`config.mk`:
```
export PLATFORM = sky130hd
export DESIGN_NAME = obi_soc_demux
export DESIGN_NICKNAME = d
export VERILOG_FILES = /design/src/rtl/soc_map_pkg.sv /design/src/rtl/obi_id_fifo.sv /design/src/rtl/obi_soc_demux.sv
export SDC_FILE = /design/constraint.sdc
export NUM_CORES = 1
export LEC_CHECK = 0
export BUFFER_PORTS_ARGS = -buffer_cell sky130_fd_sc_hd__buf_2
export CORE_AREA = 2 2 123 125
export DETAILED_ROUTE_END_ITERATION = 12
export DIE_AREA = 0 0 125 127
export PLACE_DENSITY = 0.46
export SYNTH_ARGS = -nofsm -noshare
export SYNTH_HDL_FRONTEND = slang
export SYNTH_HIERARCHICAL = 1
export SYNTH_SLANG_ARGS = --single-unit
```
`constraint.sdc`:
```
create_clock -name clk_i -period 6.2 [get_ports clk_i]
set_clock_uncertainty 0.05 [all_clocks]
set_input_delay 0 -clock clk_i [delete_from_list [all_inputs] [get_ports clk_i]]
set_output_delay 0 -clock clk_i [all_outputs]
set_load 0.02 [all_outputs]
```
`src/rtl/soc_map_pkg.sv`:
```
// ---------------------------------------------------------------------------
// soc_map_pkg
// Purpose : SoC address map shared by the OBI demultiplexer and its users.
//           Holds the default base/mask table, the slave index constants and
//           the target-ID type (slave index, plus one extra code for the
//           internal error target).
// Contents: SOC_NUM_SLAVES, SOC_ADDR_W, SLV_* indices, SOC_SLAVE_BASE,
//           SOC_SLAVE_MASK, TGT_ID_W / tgt_id_t, soc_addr_hit().
// ---------------------------------------------------------------------------
package soc_map_pkg;

    localparam int unsigned SOC_NUM_SLAVES = 4;
    localparam int unsigned SOC_ADDR_W     = 32;

    // Slave port indices
    localparam int unsigned SLV_DRAM   = 0;
    localparam int unsigned SLV_IRAM   = 1;
    localparam int unsigned SLV_EXT_WB = 2;
    localparam int unsigned SLV_UART   = 3;

    // Packed tables, slice i belongs to slave i (slice 0 is the rightmost).
    //   DRAM   0x0000_0000 - 0x0007_FFFF
    //   IRAM   0x0008_0000 - 0x000F_FFFF
    //   EXT_WB 0x0040_0000 - 0x007F_FFFF
    //   UART   0x0010_0000 - 0x0017_FFFF
    localparam logic [SOC_NUM_SLAVES*SOC_ADDR_W-1:0] SOC_SLAVE_BASE =
        {32'h0010_0000, 32'h0040_0000, 32'h0008_0000, 32'h0000_0000};
    localparam logic [SOC_NUM_SLAVES*SOC_ADDR_W-1:0] SOC_SLAVE_MASK =
        {32'hFFF8_0000, 32'hFFC0_0000, 32'hFFF8_0000, 32'hFFF8_0000};

    // Target ID: 0..NUM_SLAVES-1 are real slaves, NUM_SLAVES is the error target.
    localparam int unsigned TGT_ID_W = $clog2(SOC_NUM_SLAVES + 1);
    typedef logic [TGT_ID_W-1:0] tgt_id_t;

    // Single-window decode for the default address width.
    function automatic logic soc_addr_hit(input logic [SOC_ADDR_W-1:0] addr,
                                          input logic [SOC_ADDR_W-1:0] base,
                                          input logic [SOC_ADDR_W-1:0] mask);
        return (addr & mask) == base;
    endfunction

endpackage

```
`src/rtl/obi_id_fifo.sv`:
```
// ---------------------------------------------------------------------------
// obi_id_fifo
// Purpose : Small FIFO of target IDs for outstanding OBI transactions. The
//           demux pushes the target on every accepted request and pops on
//           every delivered response, so the head always names the target
//           that owes the next response.
// Ports   : clk_i, rst_ni   clock, async active-low reset
//           push_i, data_i  write one ID (caller guarantees not full)
//           pop_i           drop the oldest ID (caller guarantees not empty)
//           head_o          oldest ID
//           tail_o          youngest ID
//           count_o         number of stored IDs (0..DEPTH)
// ---------------------------------------------------------------------------
module obi_id_fifo #(
    parameter int unsigned DEPTH = 2,
    parameter int unsigned W     = 3,
    parameter int unsigned CW    = $clog2(DEPTH + 1)
) (
    input  logic          clk_i,
    input  logic          rst_ni,
    input  logic          push_i,
    input  logic [W-1:0]  data_i,
    input  logic          pop_i,
    output logic [W-1:0]  head_o,
    output logic [W-1:0]  tail_o,
    output logic [CW-1:0] count_o
);

    localparam int unsigned PW = (DEPTH > 1) ? $clog2(DEPTH) : 1;
    localparam logic [PW-1:0] LAST = PW'(DEPTH - 1);

    logic [W-1:0]  mem_q [DEPTH];
    logic [PW-1:0] wr_ptr_q, wr_ptr_d;
    logic [PW-1:0] rd_ptr_q, rd_ptr_d;
    logic [CW-1:0] count_q, count_d;

    // Pointers wrap modulo DEPTH, which need not be a power of two.
    function automatic logic [PW-1:0] ptr_inc(input logic [PW-1:0] p);
        return (p == LAST) ? '0 : p + PW'(1);
    endfunction

    always_comb begin
        wr_ptr_d = push_i ? ptr_inc(wr_ptr_q) : wr_ptr_q;
        rd_ptr_d = pop_i  ? ptr_inc(rd_ptr_q) : rd_ptr_q;
        count_d  = count_q;
        if (push_i && !pop_i) count_d = count_q + CW'(1);
        if (!push_i && pop_i) count_d = count_q - CW'(1);
    end

    always_ff @(posedge clk_i or negedge rst_ni) begin
        if (!rst_ni) begin
            wr_ptr_q <= '0;
            rd_ptr_q <= '0;
            count_q  <= '0;
            for (int i = 0; i < int'(DEPTH); i++) mem_q[i] <= '0;
        end else begin
            if (push_i) mem_q[wr_ptr_q] <= data_i;
            wr_ptr_q <= wr_ptr_d;
            rd_ptr_q <= rd_ptr_d;
            count_q  <= count_d;
        end
    end

    assign head_o  = mem_q[rd_ptr_q];
    // Youngest entry sits just behind the write pointer.
    assign tail_o  = (wr_ptr_q == '0) ? mem_q[LAST] : mem_q[wr_ptr_q - PW'(1)];
    assign count_o = count_q;

endmodule

```
`src/rtl/obi_soc_demux.sv`:
```
// ---------------------------------------------------------------------------
// obi_soc_demux
// Purpose : OBI 1-to-N address demultiplexer from the unified CPU bus to the
//           SoC targets (DRAM, IRAM, EXT_WB, UART). Table-driven decode, zero
//           added latency on request and response, in-order responses via an
//           ID FIFO, OBI error responses for unmapped addresses, and a sticky
//           flag for responses nobody asked for.
// Ports   : clk_i, rst_ni                 clock, async active-low reset
//           m_req_i/m_gnt_o/m_addr_i/m_we_i/m_be_i/m_wdata_i   master A-channel
//           m_rvalid_o/m_rdata_o/m_err_o  master R-channel
//           s_req_o/s_gnt_i               per-target request / grant
//           s_addr_o/s_we_o/s_be_o/s_wdata_o  broadcast A-channel payload
//           s_rvalid_i/s_rdata_i          per-target response (rdata packed)
//           spurious_o                    sticky unexpected-rvalid flag
// ---------------------------------------------------------------------------
module obi_soc_demux
    import soc_map_pkg::*;
#(
    parameter int unsigned NUM_SLAVES      = SOC_NUM_SLAVES,
    parameter int unsigned ADDR_WIDTH      = SOC_ADDR_W,
    parameter int unsigned DATA_WIDTH      = 32,
    parameter int unsigned MAX_OUTSTANDING = 2,
    parameter logic [NUM_SLAVES*ADDR_WIDTH-1:0] SLAVE_BASE = SOC_SLAVE_BASE,
    parameter logic [NUM_SLAVES*ADDR_WIDTH-1:0] SLAVE_MASK = SOC_SLAVE_MASK
) (
    input  logic                             clk_i,
    input  logic                             rst_ni,
    // master side
    input  logic                             m_req_i,
    output logic                             m_gnt_o,
    input  logic [ADDR_WIDTH-1:0]            m_addr_i,
    input  logic                             m_we_i,
    input  logic [DATA_WIDTH/8-1:0]          m_be_i,
    input  logic [DATA_WIDTH-1:0]            m_wdata_i,
    output logic                             m_rvalid_o,
    output logic [DATA_WIDTH-1:0]            m_rdata_o,
    output logic                             m_err_o,
    // slave side
    output logic [NUM_SLAVES-1:0]            s_req_o,
    input  logic [NUM_SLAVES-1:0]            s_gnt_i,
    output logic [ADDR_WIDTH-1:0]            s_addr_o,
    output logic                             s_we_o,
    output logic [DATA_WIDTH/8-1:0]          s_be_o,
    output logic [DATA_WIDTH-1:0]            s_wdata_o,
    input  logic [NUM_SLAVES-1:0]            s_rvalid_i,
    input  logic [NUM_SLAVES*DATA_WIDTH-1:0] s_rdata_i,
    output logic                             spurious_o
);

    localparam int unsigned IDW = $clog2(NUM_SLAVES + 1);
    localparam int unsigned CW  = $clog2(MAX_OUTSTANDING + 1);
    localparam logic [IDW-1:0] ERR_ID  = IDW'(NUM_SLAVES);
    localparam logic [CW-1:0]  MAX_CNT = CW'(MAX_OUTSTANDING);

    logic [NUM_SLAVES-1:0] hit;
    logic [IDW-1:0]        tgt;
    logic [IDW-1:0]        head, tail;
    logic [CW-1:0]         count;
    logic                  busy;
    logic                  stall;
    logic                  tgt_gnt;
    logic                  accept;
    logic                  pop;
    logic                  head_rvalid;
    logic [DATA_WIDTH-1:0] head_rdata;
    logic [NUM_SLAVES-1:0] rvalid_expected;
    logic                  err_pending_q, err_pending_d;
    logic                  spurious_q, spurious_d;

    // ---------------- decode ----------------
    for (genvar i = 0; i < NUM_SLAVES; i++) begin : g_hit
        assign hit[i] = (m_addr_i & SLAVE_MASK[i*ADDR_WIDTH +: ADDR_WIDTH])
                        == SLAVE_BASE[i*ADDR_WIDTH +: ADDR_WIDTH];
    end

    // Scan downward so the lowest hitting index wins overlapping windows.
    always_comb begin
        tgt = ERR_ID;
        for (int i = NUM_SLAVES - 1; i >= 0; i--) begin
            if (hit[i]) tgt = IDW'(i);
        end
    end

    // ---------------- request path ----------------
    assign busy = (count != '0);

    // Only one target may have responses in flight at a time; switching
    // targets waits for the pipe to drain so responses cannot overtake.
    assign stall = (count == MAX_CNT) || (busy && (tgt != tail));

    always_comb begin
        tgt_gnt = (tgt == ERR_ID);
        for (int i = 0; i < NUM_SLAVES; i++) begin
            if (tgt == IDW'(i)) tgt_gnt = s_gnt_i[i];
        end
    end

    for (genvar i = 0; i < NUM_SLAVES; i++) begin : g_req
        assign s_req_o[i] = m_req_i && (tgt == IDW'(i)) && !stall;
    end

    assign m_gnt_o = m_req_i && !stall && tgt_gnt;
    assign accept  = m_req_i && m_gnt_o;

    assign s_addr_o  = m_addr_i;
    assign s_we_o    = m_we_i;
    assign s_be_o    = m_be_i;
    assign s_wdata_o = m_wdata_i;

    // ---------------- outstanding-ID tracking ----------------
    obi_id_fifo #(
        .DEPTH (MAX_OUTSTANDING),
        .W     (IDW),
        .CW    (CW)
    ) u_fifo (
        .clk_i   (clk_i),
        .rst_ni  (rst_ni),
        .push_i  (accept),
        .data_i  (tgt),
        .pop_i   (pop),
        .head_o  (head),
        .tail_o  (tail),
        .count_o (count)
    );

    // ---------------- response path ----------------
    always_comb begin
        head_rvalid     = (head == ERR_ID) && err_pending_q;
        head_rdata      = '0;
        rvalid_expected = '0;
        for (int i = 0; i < NUM_SLAVES; i++) begin
            if (head == IDW'(i)) begin
                head_rvalid        = s_rvalid_i[i];
                head_rdata         = s_rdata_i[i*DATA_WIDTH +: DATA_WIDTH];
                rvalid_expected[i] = busy;
            end
        end
    end

    assign m_rvalid_o = busy && head_rvalid;
    assign pop        = m_rvalid_o;
    // Gated by busy so a stale head never leaks data or error after reset.
    assign m_rdata_o  = busy ? head_rdata : '0;
    assign m_err_o    = busy && (head == ERR_ID);

    // The error target answers the cycle after its grant. A new error accept
    // in the same cycle as the previous error pop must leave it set.
    always_comb begin
        err_pending_d = err_pending_q;
        if (pop && (head == ERR_ID)) err_pending_d = 1'b0;
        if (accept && (tgt == ERR_ID)) err_pending_d = 1'b1;
    end

    assign spurious_d = spurious_q || |(s_rvalid_i & ~rvalid_expected);

    always_ff @(posedge clk_i or negedge rst_ni) begin
        if (!rst_ni) begin
            err_pending_q <= 1'b0;
            spurious_q    <= 1'b0;
        end else begin
            err_pending_q <= err_pending_d;
            spurious_q    <= spurious_d;
        end
    end

    assign spurious_o = spurious_q;

endmodule

```
; ---- Word-level counts from Yosys, hierarchy flattened
; Cells that the tools add are included.
[totals]
in_bits = 208
ff_bits = 12
wordCells = 103
output_inout_bits = 109
[classes]
bitwise = 5
n_eq_ne = 13
addsub = 5
magnitude_cmp = 4
n_reduce_logical = 32
n_mux = 37
[ops]
columns = cell, count
row1 = $mux W32, 5
row2 = $mux W3, 12
row3 = $logic_not A32 Y1, 1
row4 = $logic_and A1 B1 Y1, 20
row5 = $mux W1, 16
row6 = $eq A13 B1 Y1 const B, 1
row7 = $eq A13 B2 Y1 const B, 1
row8 = $eq A3 B2 Y1 const B, 4
row9 = $eq A10 B1 Y1 const B, 1
row10 = $bwmux W6, 1
row11 = $eq A3 B1 Y1 const B, 2
row12 = $eq A3 B3 Y1 const B, 2
row13 = $ge A2 B2 Y1 const B, 3
row14 = $logic_not A3 Y1, 2
row15 = $not A1 Y2, 3
row16 = $reduce_bool A2 Y1, 3
row17 = $and A4 B4 Y4, 1
row18 = $mux W2, 2
row19 = $not A4 Y4, 1
row20 = $reduce_or A4 Y1, 1
row21 = $demux W3 S1, 1
row22 = $logic_not A1 Y1, 3
row23 = $ne A3 B3 Y1, 1
row24 = $add A1 B1 Y1 const B, 2
row25 = other kinds (6), 7

; ---- Depth between registers and ports, before layout
; Gate-level depths: netlist (run 1).
[depth]
word_depth = 16
depth_mapped = 12
mapped_depth_nobuf = 10

; ---- Hierarchy
; Netlist (run 1), hierarchy kept.
[by_module_without_submodules]
columns = module, seq_area_each_um2, area_each_um2, cells_per_inst, n_inst
row1 = obi_soc_demux, 50.0, 2142.1, 279, 1
row2 = obi_id_fifo, 250.2, 475.5, 33, 1

; ---- Worst setup path after synthesis (run 1)
; OpenSTA, ideal clock, no wires.
[synth_path]
path_type = register to register
start = reg u_fifo.rd_ptr_q
end = reg u_fifo.count_q[1], in the netlist u_fifo/count_o[1]
setup_time_ns = 0.079
arrival_ns = 2.547
path_stages_with_launch = 12
required_ns = 6.071
path_buffers = 3
path_slack_ns = 3.523
path_cell_list = dfrtp_1 > mux2_2 > clkbuf_1 > buf_2 > buf_4 > inv_1 > a31oi_1 > o22a_1 > nor2_1 > ha_1 > nor2_1 > xor2_1
[synth_via]
elab_chain_len = 14
word_cells_on_any_way = 20
[synth_rtl]
columns = item, line_no
row1 = "start, declared", obi_id_fifo.sv:34  ; logic [PW-1:0] rd_ptr_q, rd_ptr_d;
row2 = "start signal, assigned", obi_id_fifo.sv:59  ; rd_ptr_q <= rd_ptr_d;
row3 = $not A1 Y2 (implied by the code) *, obi_id_fifo.sv:64  ; assign head_o = mem_q[rd_ptr_q];
row4 = $mux W3 (implied by the code) * (3 in a row), obi_id_fifo.sv:64
row5 = named net head[0], obi_soc_demux.sv:57  ; logic [IDW-1:0] head, tail;
row6 = $eq A3 B3 Y1, obi_soc_demux.sv:128  ; head_rvalid = (head == ERR_ID) && err_pending_q;
row7 = $logic_and A1 B1 Y1, obi_soc_demux.sv:128
row8 = $mux W1 (3 in a row), obi_soc_demux.sv:132  ; if (head == IDW'(i)) begin
row9 = $mux W1 *, obi_soc_demux.sv:132
row10 = $logic_and A1 B1 Y1 *, obi_soc_demux.sv:140  ; assign m_rvalid_o = busy && head_rvalid;
row11 = named net m_rvalid_o, obi_soc_demux.sv:35  ; output logic m_rvalid_o,
row12 = $logic_not A1 Y1, obi_id_fifo.sv:46  ; if (push_i && !pop_i) count_d = count_q + CW'(1);
row13 = $logic_and A1 B1 Y1, obi_id_fifo.sv:46
row14 = $reduce_bool A2 Y1 (no line), n/a
row15 = "end signal, assigned", obi_id_fifo.sv:60  ; count_q <= count_d;
row16 = "end, declared", obi_id_fifo.sv:35  ; logic [CW-1:0] count_q, count_d;
; The timed path passes the listed nets; every way through them passes the cells marked *. The select of a mux whose other input is x is not followed.
; A chain may end at the register's enable or synchronous reset.

; ---- Worst setup path after layout (run 1)
[layout_path]
start = reg u_fifo.wr_ptr_q
end = reg u_fifo.count_q[1], in the netlist u_fifo/count_o[1]
[layout_via]
elab_chain_len = 16
word_cells_on_any_way = 18
[layout_rtl]
columns = item, line_no
row1 = "start, declared", obi_id_fifo.sv:33  ; logic [PW-1:0] wr_ptr_q, wr_ptr_d;
row2 = "start signal, assigned", obi_id_fifo.sv:58  ; wr_ptr_q <= wr_ptr_d;
row3 = $sub A1 B1 Y1, obi_id_fifo.sv:66  ; assign tail_o = (wr_ptr_q == '0) ? mem_q[LAST] : mem_q[wr_ptr_q - PW'(1)];
row4 = $not A1 Y2 (implied by the code), obi_id_fifo.sv:66
row5 = $mux W3 (implied by the code) (3 in a row), obi_id_fifo.sv:66
row6 = $mux W3 *, obi_id_fifo.sv:66
row7 = named net tail[2], obi_soc_demux.sv:57
row8 = $ne A3 B3 Y1 *, obi_soc_demux.sv:89  ; assign stall = (count == MAX_CNT) || (busy && (tgt != tail));
row9 = $logic_and A1 B1 Y1 *, obi_soc_demux.sv:89
row10 = $logic_or A1 B1 Y1 *, obi_soc_demux.sv:89
row11 = $logic_not A1 Y1 *, obi_soc_demux.sv:102  ; assign m_gnt_o = m_req_i && !stall && tgt_gnt;
row12 = $logic_and A1 B1 Y1 * (2 in a row), obi_soc_demux.sv:102
row13 = $logic_and A1 B1 Y1 *, obi_soc_demux.sv:103  ; assign accept = m_req_i && m_gnt_o;
row14 = named net accept, obi_soc_demux.sv:62  ; logic accept;
row15 = $logic_not A1 Y1, obi_id_fifo.sv:47  ; if (!push_i && pop_i) count_d = count_q - CW'(1);
row16 = $logic_and A1 B1 Y1, obi_id_fifo.sv:47
row17 = $mux W2 / $reduce_bool A2 Y1 (equally long branches), n/a
; Marked as above.

==> results of run 1 <==
routing by layer:
layer,up-vias,routed length (um),global-route usage,share of wire
li1,1409,-,-,-
met1,1324,3760,0.130,0.39
met2,145,5010,0.199,0.52
met3,8,688,0.0197,0.072
met4,0,99,0.0144,0.010
met5,-,0,0,0
per-stage QoR:
step           power (uW)  utilization  setup WS [ns]  instance area [um2]  hold slack, ns
2_1_floorplan         354            -           3.52                 2620          -0.346
3_3_place_gp          388        0.226           3.40                 3270          -0.150
3_5_place_dp          388        0.226           3.37                 3270          -0.142
4_1_cts               562        0.271           3.35                 3910         0.00317
5_1_grt               595        0.271           3.16                 3910          0.0332
6_report              556        0.271           3.39                 3910         0.00214
path summary, 6_finish.rpt:
kind                            startpoint                end  slack, ns  cells past startpoint
max in group asynchronous           rst_ni    u_fifo/mem_q[4]       5.74                      2
max                        u_fifo/wr_ptr_q  u_fifo/count_o[1]       3.39                      9
min                                m_req_i      err_pending_q      0.002                      3
max reg2reg                u_fifo/wr_ptr_q  u_fifo/count_o[1]       3.39                      9
min reg2reg                     spurious_o         spurious_o       0.44                      1
min in group asynchronous           rst_ni    u_fifo/wr_ptr_q       0.13                      2
power breakdown:
part           internal, uW  leakage, uW  switching, uW  total [uW]
clock network          83.8    0.0000370           31.4         115
logic                   154      0.00162            162         316
registers              98.4     0.000141           26.6         125
flip-flops by register name, indices dropped and copies added (netlist names):
name,count
u_fifo/mem_q,6
u_fifo/count_o,2
err_pending_q,1
spurious_o,1
u_fifo/rd_ptr_q,1
u_fifo/wr_ptr_q,1
tightest hold or removal path, stage by stage:
cell and delay (ns):
buf_2 0.12, nand2_1 0.06, o22ai_1 0.06
final cells by class:
type                            count  area (um2)  share of cell area
Multi-Input combinational cell    206        1690               0.432
Timing Repair Buffer              262        1600               0.409
Sequential cell                    12         300              0.0768
Tap cell                          184         230              0.0588
Clock buffer                        3        75.1              0.0192
Inverter                            5        18.8             0.00480
layout by cell type (no fill, tap or decap), drive strengths merged, types with 2 or more instances in the layout:
master,netlist,layout
buf,79,205
mux2,68,68
dlygate4sd3,0,57
nor2,43,43
o22ai,30,30
dfrtp,12,12
mux2i,8,8
nand2,6,6
inv,5,5
xor2,4,4
o22a,4,4
nor4,4,4
or2,3,3
a211oi,3,3
clkbuf,10,3
nand3,3,3
a21oi,2,2
nor2b,2,2
o31a,2,2
o32ai,2,2
xnor2,2,2
nor3,2,2
a31oi,2,2
o21ai,2,2
cells by family after synthesis:
family,count (synthesis),share of synthesized area
AOI/OAI and AO/OA,51,0.143
adders and majority gates,1,0.00478
muxes,77,0.332
DFF,12,0.115
and+or+nand+nor,71,0.144
buffers and inverters,94,0.241
xor gates and xnor gates,6,0.0201
==> key figures, run 1 <==
Clock network
  – CTS tree: done
  – PostCTS Resize Cnt: 0
  – Max Root-Sink Buffers: 2
  – CTS root buf: clkbuf_16
  – Clk sinks: 12
  – CTS buffer count: 3
  – Cts-stage hold buffer count: 57
  – Clock Latency Late Sink: 0.24 ns
  – Htree depth: 1
  – Clock transition at path regs: 0.04 ns
  – Buffer count from post-CTS setup fixing: 0

Synthesis
  – Seq cells post-synth: 12
  – Area of the mapped netlist: 2620 um2
  – Synth area leader: mux2_2
  – Primary FF master, synth: dfrtp_1
  – Mapped Cells: 312
  – Post-synth top cells: buf_4, mux2_2, nor2_1
  – Most numerous cell in the Yosys netlist: buf_4
  – Seq/Total Area, Yosys: 0.115
  – Largest cells by area after synthesis: mux2_2, buf_4, dfrtp_1
  – Yosys warns: 6
  – Synth cell types: 50
  – Post-synth ARST share: 1.00
  – Syn_area_per_cell: 8.39 um2
  – Number of enable flip-flop cells after synthesis: 0
  – Post-Syn Nets: 521
  – Top-area cell type share of the netlist area: 0.258

Cells and area
  – Nets: 699
  – Filler cells: 1563
  – Area Overhead vs Synth: 49.5%
  – Layout cells sized above 1: 0.576
  – Finished Layout Cells: 672
  – # diodes: 0

Critical path
  – Critical path arrival: 2.93 ns
  – Buf/Inv on CP: 1
  – Kind of critical path: flip-flop to flip-flop
  – Top cell family by delay on the critical path: compound AO/OA/AOI/OAI gates
  – CP max FO: 7
  – Cells along the critical path: mux2_2, o21bai_1, a32oi_2, a31oi_4, a211oi_1, inv_1, ha_1, nor2_1, xor2_1
  – Crit. End Element: flip-flop
  – Max stage delay on crit path: 0.49 ns
  – Crit path launch type: flip-flop
  – Slowest cell on crit path: dfrtp_1
  – Worst endpoint required time: 6.31 ns

Detailed routing
  – Drt drc: 0
  – Vias: 2886
  – Routed length per instance: 14.2 um
  – Antenna viol nets, final: 0
  – Drt total wl: 9560 um
  – Drt pass-1 iters: 4
  – Via density: 4.29
  – Initial DRC count: 54

Status
  – Outcome: completed

GRT
  – Largest net degree at the start of global routing: 71
  – GRT Resource Usage Total: 0.106
  – Initial antenna violation count: 0
  – Number of global-route vias before repair: 2810
  – Total grt overflow: 0
  – First-pass GRT wire length: 14100 um

Timing
  – Actual slew at the worst max-slew pin: 1.18 ns
  – Final TNS setup: 0 ns
  – Max-slew headroom: 0.210
  – RSZ-0062 raised after global routing: false
  – Slew Viols, Final: 0
  – Final Hold Vio Count: 0
  – Period minus WS final: 2.81 ns
  – Fraction of the cycle the final worst path needs: 0.454
  – F_max: 355 MHz
  – Setup violators final: 0

Pwr
  – VDD IR max: 0.102 mV
  – LEAKAGE: 0.00179 uW
  – Power per cell area: 142 nW/um2

Floorplanning
  – Starting density of the core: 0.181
  – Die span in x: 125 um
  – IO Pins: 317
  – Die ar.: 15900 um2
  – Core Footprint: 14400 um2
  – Height of the die: 127 um
  – Number of core rows: 44

Placed design
  – Detailed placement HPWL: 7250 um
  – Placer Congestion: 0.893
  – PortBufs: 204
  – Placed cell count: 612

Hold path
  – HP Class: input port to flip-flop

Flow run
  – Max Cap Viol: 0
No activity file was read; power rests on OpenSTA's default activity.
==> run 2, diff against run 1 <==
Settings changed: CORE_AREA 2 2 123 125 to 2 2 121 123, DIE_AREA 0 0 125 127 to 0 0 123 125, PLACE_DENSITY 0.46 to 0.48.
Clock period 6.2 ns to 2.6 ns, I/O delays scaled along.
==> run 2 against run 1 <==
  * Via count grew 1.8%
  * First-iteration DRC count is 120% higher
  * Non-clock buffer count increased by 9
  * Sequential cell count unchanged
  * Critical path depth down 4
  * Worst setup slack lost 3.2 ns
==> key figures, run 2 (synthesis results as in run 1) <==
Critical path
  – Kind of critical path: flip-flop to primary output
  – Slowest cell on crit path: mux4_2
  – Cells along the critical path: mux2_2, buf_4, mux4_2, nor2b_1, buf_2
  – Max stage delay on crit path: 0.56 ns
  – Critical path arrival: 2.39 ns
  – Crit. End Element: primary output
  – Worst endpoint required time: 2.55 ns
  – CP max FO: 40
  – Crit path launch type: flip-flop

Pwr
  – Sequential share of power: 0.206
  – Power per cell area: 351 nW/um2
  – Switching part of the total: 0.394
  – VDD IR max: 0.243 mV
  – Overall power: 1400 uW
  – Switching pwr: 552 uW
  – Internal: 847 uW
  – Combinational Power Share: 0.598
  – LEAKAGE: 0.00184 uW
  – Clk pwr share: 0.196

Hold path
  – HP Class: input port to flip-flop

Cells and area
  – Filler cells: 1519
  – Multi-input logic area: 1690 um2
  – FF+latch area: 300 um2
  – Commonest non-fill, non-tap cell in the layout: buf_2
  – Layout cells sized above 1: 0.586
  – Largest register FFs: 6
  – Most frequent cells in the layout: buf_2, mux2_2, dlygate4sd3_1
  – Nets: 708
  – # diodes: 0
  – Largest Register: u_fifo/mem_q
  – Area Overhead vs Synth: 52.4%

Clock network
  – Clk sinks: 12
  – CTS root buf: clkbuf_16
  – Htree depth: 1
  – CTS buffer count: 3
  – Max Root-Sink Buffers: 2
  – Clock transition at path regs: 0.04 ns
  – CTS tree: done
  – Clock Latency Late Sink: 0.24 ns

Floorplanning
  – IO Pins: 317
  – Starting density of the core: 0.184
  – Core Footprint: 14200 um2
  – Die span in x: 123 um
  – Height of the die: 125 um
  – Number of core rows: 44
  – Die ar.: 15400 um2

Status
  – Outcome: completed

Timing
  – Max-slew headroom: 0.598
  – Final Hold Vio Count: 0
  – Setup violators final: 0
  – F_max: 410 MHz
  – Actual slew at the worst max-slew pin: 0.603 ns
  – Final TNS setup: 0 ns
  – Fraction of the cycle the final worst path needs: 0.938
  – Period minus WS final: 2.44 ns
  – Slew Viols, Final: 0
  – RSZ-0062 raised after global routing: false

Detailed routing
  – Drt drc: 0
  – Routed length per instance: 14.0 um
  – Drt pass-1 iters: 4
  – Antenna viol nets, final: 0
  – Initial DRC count: 118
  – Drt total wl: 9510 um
  – Via density: 4.31
  – Vias: 2938

Placed design
  – Placer Congestion: 0.891
  – PortBufs: 204
  – Detailed placement HPWL: 7420 um

GRT
  – Number of global-route vias before repair: 2773
  – Total grt overflow: 0
  – GRT Resource Usage Total: 0.110
  – Initial antenna violation count: 0
  – First-pass GRT wire length: 13500 um
  – Largest net degree at the start of global routing: 41

Flow run
  – Max Cap Viol: 0
==> run 2: cell types whose count changed in the layout (fill, tap and decap cells not counted), sizes merged <==
cell | previous run | this run
buf | 205 | 212
dlygate4sd3 | 57 | 59
==> run 2: through the flow <==
step | utilization | hold slack, ns | cell area [um2] | setup slack (ns) | cells
after floorplan | - | -0.346 | 2620 | 0.0298 | 312
after global placement | 0.234 | -0.157 | 3320 | 0.143 | 619
after detailed placement | 0.234 | -0.146 | 3320 | 0.0783 | 619
after CTS | 0.280 | 0.00791 | 3980 | 0.0421 | 681
after global routing | 0.281 | 0.0263 | 3990 | 0.0299 | 681
final | 0.281 | 0.0225 | 3990 | 0.160 | 681
==> run 2: area by class of cell <==
cell class	count	share of cell area
multi-input combinational	206	0.424
timing repair buffer	271	0.419
sequential	12	0.0753
tap	184	0.0577
clock buffer	3	0.0188
inverter	5	0.00471
==> run 2: worst max-delay path, delay by kind of cell, from the launching register on <==
kind | cells | cell delay [ns]
DFF | 1 | 0.42
muxes | 2 | 0.92
buffers and inverters | 2 | 0.64
and+or+nand+nor | 1 | 0.13
==> run 2: final timing paths <==
| check | slack (ns) | to | from | depth (start not counted) |
|---|---|---|---|---|
| min in group asynchronous | 0.14 | u_fifo/rd_ptr_q | rst_ni | 2 |
| hold / removal | 0.02 | err_pending_q | m_req_i | 3 |
| setup reg to reg | 0.19 | u_fifo/count_o[1] | u_fifo/wr_ptr_q | 9 |
| setup / recovery | 0.16 | m_rdata_o[30] | u_fifo/rd_ptr_q | 5 |
| max in group asynchronous | 2.13 | u_fifo/mem_q[5] | rst_ni | 2 |
| hold reg to reg | 0.44 | spurious_o | spurious_o | 1 |
==> run 2: per-layer routing <==
layer,track usage,vias to the layer above,share of wire
li1,-,1424,-
met1,0.127,1356,0.39
met2,0.205,152,0.52
met3,0.0219,6,0.082
met4,0.0254,0,0.0076
met5,0,-,0
==> run 2: power by group through the flow <==
stage | sequential, uW | combinational, uW | clock (uW)
after floorplan | 272 | 577 | 0
after global placement | 290 | 692 | 0
after detailed placement | 290 | 699 | 0
after CTS | 289 | 839 | 284
after global routing | 293 | 917 | 293
final | 288 | 836 | 274
==> run 2: repair_timing <==
item / 4_1_cts / 5_1_grt
endpoints found under the setup margin: 0 / 4
resized for setup: 0 / 2
hold buffers: 59 / 0
buffers inserted: 0 / 0
hold endpoints to repair: 69 / 0
==> run 3, diff against run 2 <==
Settings changed: CELL_PAD_IN_SITES_DETAIL_PLACEMENT set to 0, CELL_PAD_IN_SITES_GLOBAL_PLACEMENT set to 1, CORE_AREA 2 2 121 123 to 2 2 122 124, DIE_AREA 0 0 123 125 to 0 0 124 126, PLACE_DENSITY 0.48 to 0.7, SLEW_MARGIN set to 15.
==> run 3 against run 2 <==
  * Via count increased by 0.78%
  * Critical endpoint is now u_fifo/count_o[1]
  * Combinational power decreased by 2.8%
  * Die area increased by 1.6%
  * Utilization decreased by 0.094 points
  * Largest power group unchanged
  * Critical path type is now flip-flop to flip-flop
  * Power increased by 0.85%
  * Fmax increased by 2.5%
  * Cell count increased by 0.15%
  * Non-clock buffer count unchanged
==> key figures, run 3 (synthesis results as in run 1) <==
Clock network
  – Htree depth: 1
  – CTS root buf: clkbuf_16
  – Clk sinks: 12
  – Max Root-Sink Buffers: 2
  – CTS tree: done
  – Buffer count from post-CTS setup fixing: 0
  – Clock transition at path regs: 0.04 ns
  – Clock Latency Late Sink: 0.24 ns
  – CTS buffer count: 3

Critical path
  – Buf/Inv on CP: 1
  – Kind of critical path: flip-flop to flip-flop
  – Cells along the critical path: mux2_2, o21bai_1, a32oi_2, a31oi_4, a211oi_2, inv_1, ha_1, nor2_1, xor2_1
  – Worst endpoint required time: 2.71 ns
  – Crit. End Element: flip-flop
  – Max stage delay on crit path: 0.40 ns
  – Slowest cell on crit path: dfrtp_1
  – CP max FO: 4
  – Critical path arrival: 2.49 ns
  – Top cell family by delay on the critical path: compound AO/OA/AOI/OAI gates
  – Crit path launch type: flip-flop

Placed design
  – Detailed placement HPWL: 7070 um
  – Placer Congestion: 0.796
  – PortBufs: 204

Hold path
  – HP Class: input port to flip-flop

Pwr
  – Switching pwr: 543 uW
  – VDD IR max: 0.372 mV
  – Overall power: 1410 uW
  – Combinational Power Share: 0.576
  – LEAKAGE: 0.00184 uW
  – Internal: 868 uW
  – Switching part of the total: 0.385
  – Sequential share of power: 0.206
  – Clk pwr share: 0.217
  – Power per cell area: 352 nW/um2

GRT
  – Largest net degree at the start of global routing: 37
  – First-pass GRT wire length: 13000 um
  – Number of global-route vias before repair: 2858
  – GRT Resource Usage Total: 0.102
  – Total grt overflow: 0
  – Initial antenna violation count: 0

Timing
  – F_max: 420 MHz
  – Max-slew headroom: 0.677
  – Period minus WS final: 2.38 ns
  – RSZ-0062 raised after global routing: false
  – Final Hold Vio Count: 0
  – Fraction of the cycle the final worst path needs: 0.916
  – Setup violators final: 0
  – Slew Viols, Final: 0
  – Final TNS setup: 0 ns
  – Actual slew at the worst max-slew pin: 0.484 ns

Detailed routing
  – Drt drc: 0
  – Initial DRC count: 74
  – Vias: 2961
  – Drt total wl: 9190 um
  – Via density: 4.34
  – Drt pass-1 iters: 4
  – Antenna viol nets, final: 0
  – Routed length per instance: 13.5 um

Cells and area
  – Most frequent cells in the layout: buf_2, mux2_2, dlygate4sd3_1
  – # diodes: 0
  – Layout cells sized above 1: 0.584
  – Filler cells: 1517
  – Largest register FFs: 6
  – Nets: 708
  – Commonest non-fill, non-tap cell in the layout: buf_2
  – Largest Register: u_fifo/mem_q
  – Area Overhead vs Synth: 53.1%

Floorplanning
  – Die span in x: 124 um
  – Starting density of the core: 0.183
  – Core Footprint: 14300 um2
  – IO Pins: 317
  – Die ar.: 15600 um2
  – Height of the die: 126 um
  – Number of core rows: 44

Flow run
  – Max Cap Viol: 0

Status
  – Outcome: completed
## run 3: cell count changes in the layout (fill, tap and decap cells not counted), sizes merged
cell    delta
clkbuf     +1
## run 3: power by group through the flow
stage               Clock, uW  Combinational, uW  Sequential [uW]
CTS                       316                819              290
finish                    307                813              291
detailed placement          0                679              292
global placement            0                670              290
floorplan                   0                577              272
global route              327                888              294
## run 3: final cells by class
cell class,count,area (um2),share of cell area
clock buffers,4,88.8,0.0222
inverters,5,18.8,0.00468
multi-input cells,206,1700,0.423
flip-flops and latches,12,300,0.0750
well taps,184,230,0.0575
repair buffers,271,1670,0.417
## run 3: repair_timing
item,CTS,global route
hold endpoints to repair,70,0
hold buffers,59,0
setup endpoints to repair,0,2
gates resized for setup,0,1
## run 3: final timing paths
check                                   from                end  slack [ns]  depth (start not counted)
max                          u_fifo/wr_ptr_q  u_fifo/count_o[1]        0.22                          9
min                            s_rvalid_i[1]         spurious_o       0.004                          3
max reg2reg                  u_fifo/wr_ptr_q  u_fifo/count_o[1]        0.22                          9
min reg2reg                u_fifo/count_o[1]  u_fifo/count_o[1]        0.46                          1
max in group asynchronous             rst_ni    u_fifo/mem_q[4]        2.16                          2
min in group asynchronous             rst_ni    u_fifo/mem_q[1]        0.12                          2
## run 3: tightest hold or removal path: stages
cell and delay [ns]:
buf_2 0.09, o32ai_1 0.07, nand3b_1 0.09
## run 3: metal layers
metal	up-vias	wire length [um]	GRT usage
met5	-	0	0
met4	0	15	0.00595
met3	2	618	0.0127
met2	150	4920	0.206
met1	1386	3630	0.115
li1	1423	-	-
## run 3: metrics by stage
step	setup slack (ns)	utilization	cell area, um2	instances	hold WS [ns]
finish	0.219	0.280	4010	682	0.00374
floorplan	0.0298	-	2620	312	-0.346
global placement	0.137	0.232	3320	619	-0.157
global route	0.0175	0.280	4010	682	0.0421
detailed placement	0.0976	0.232	3320	619	-0.151
CTS	0.0573	0.280	4000	682	0.00834
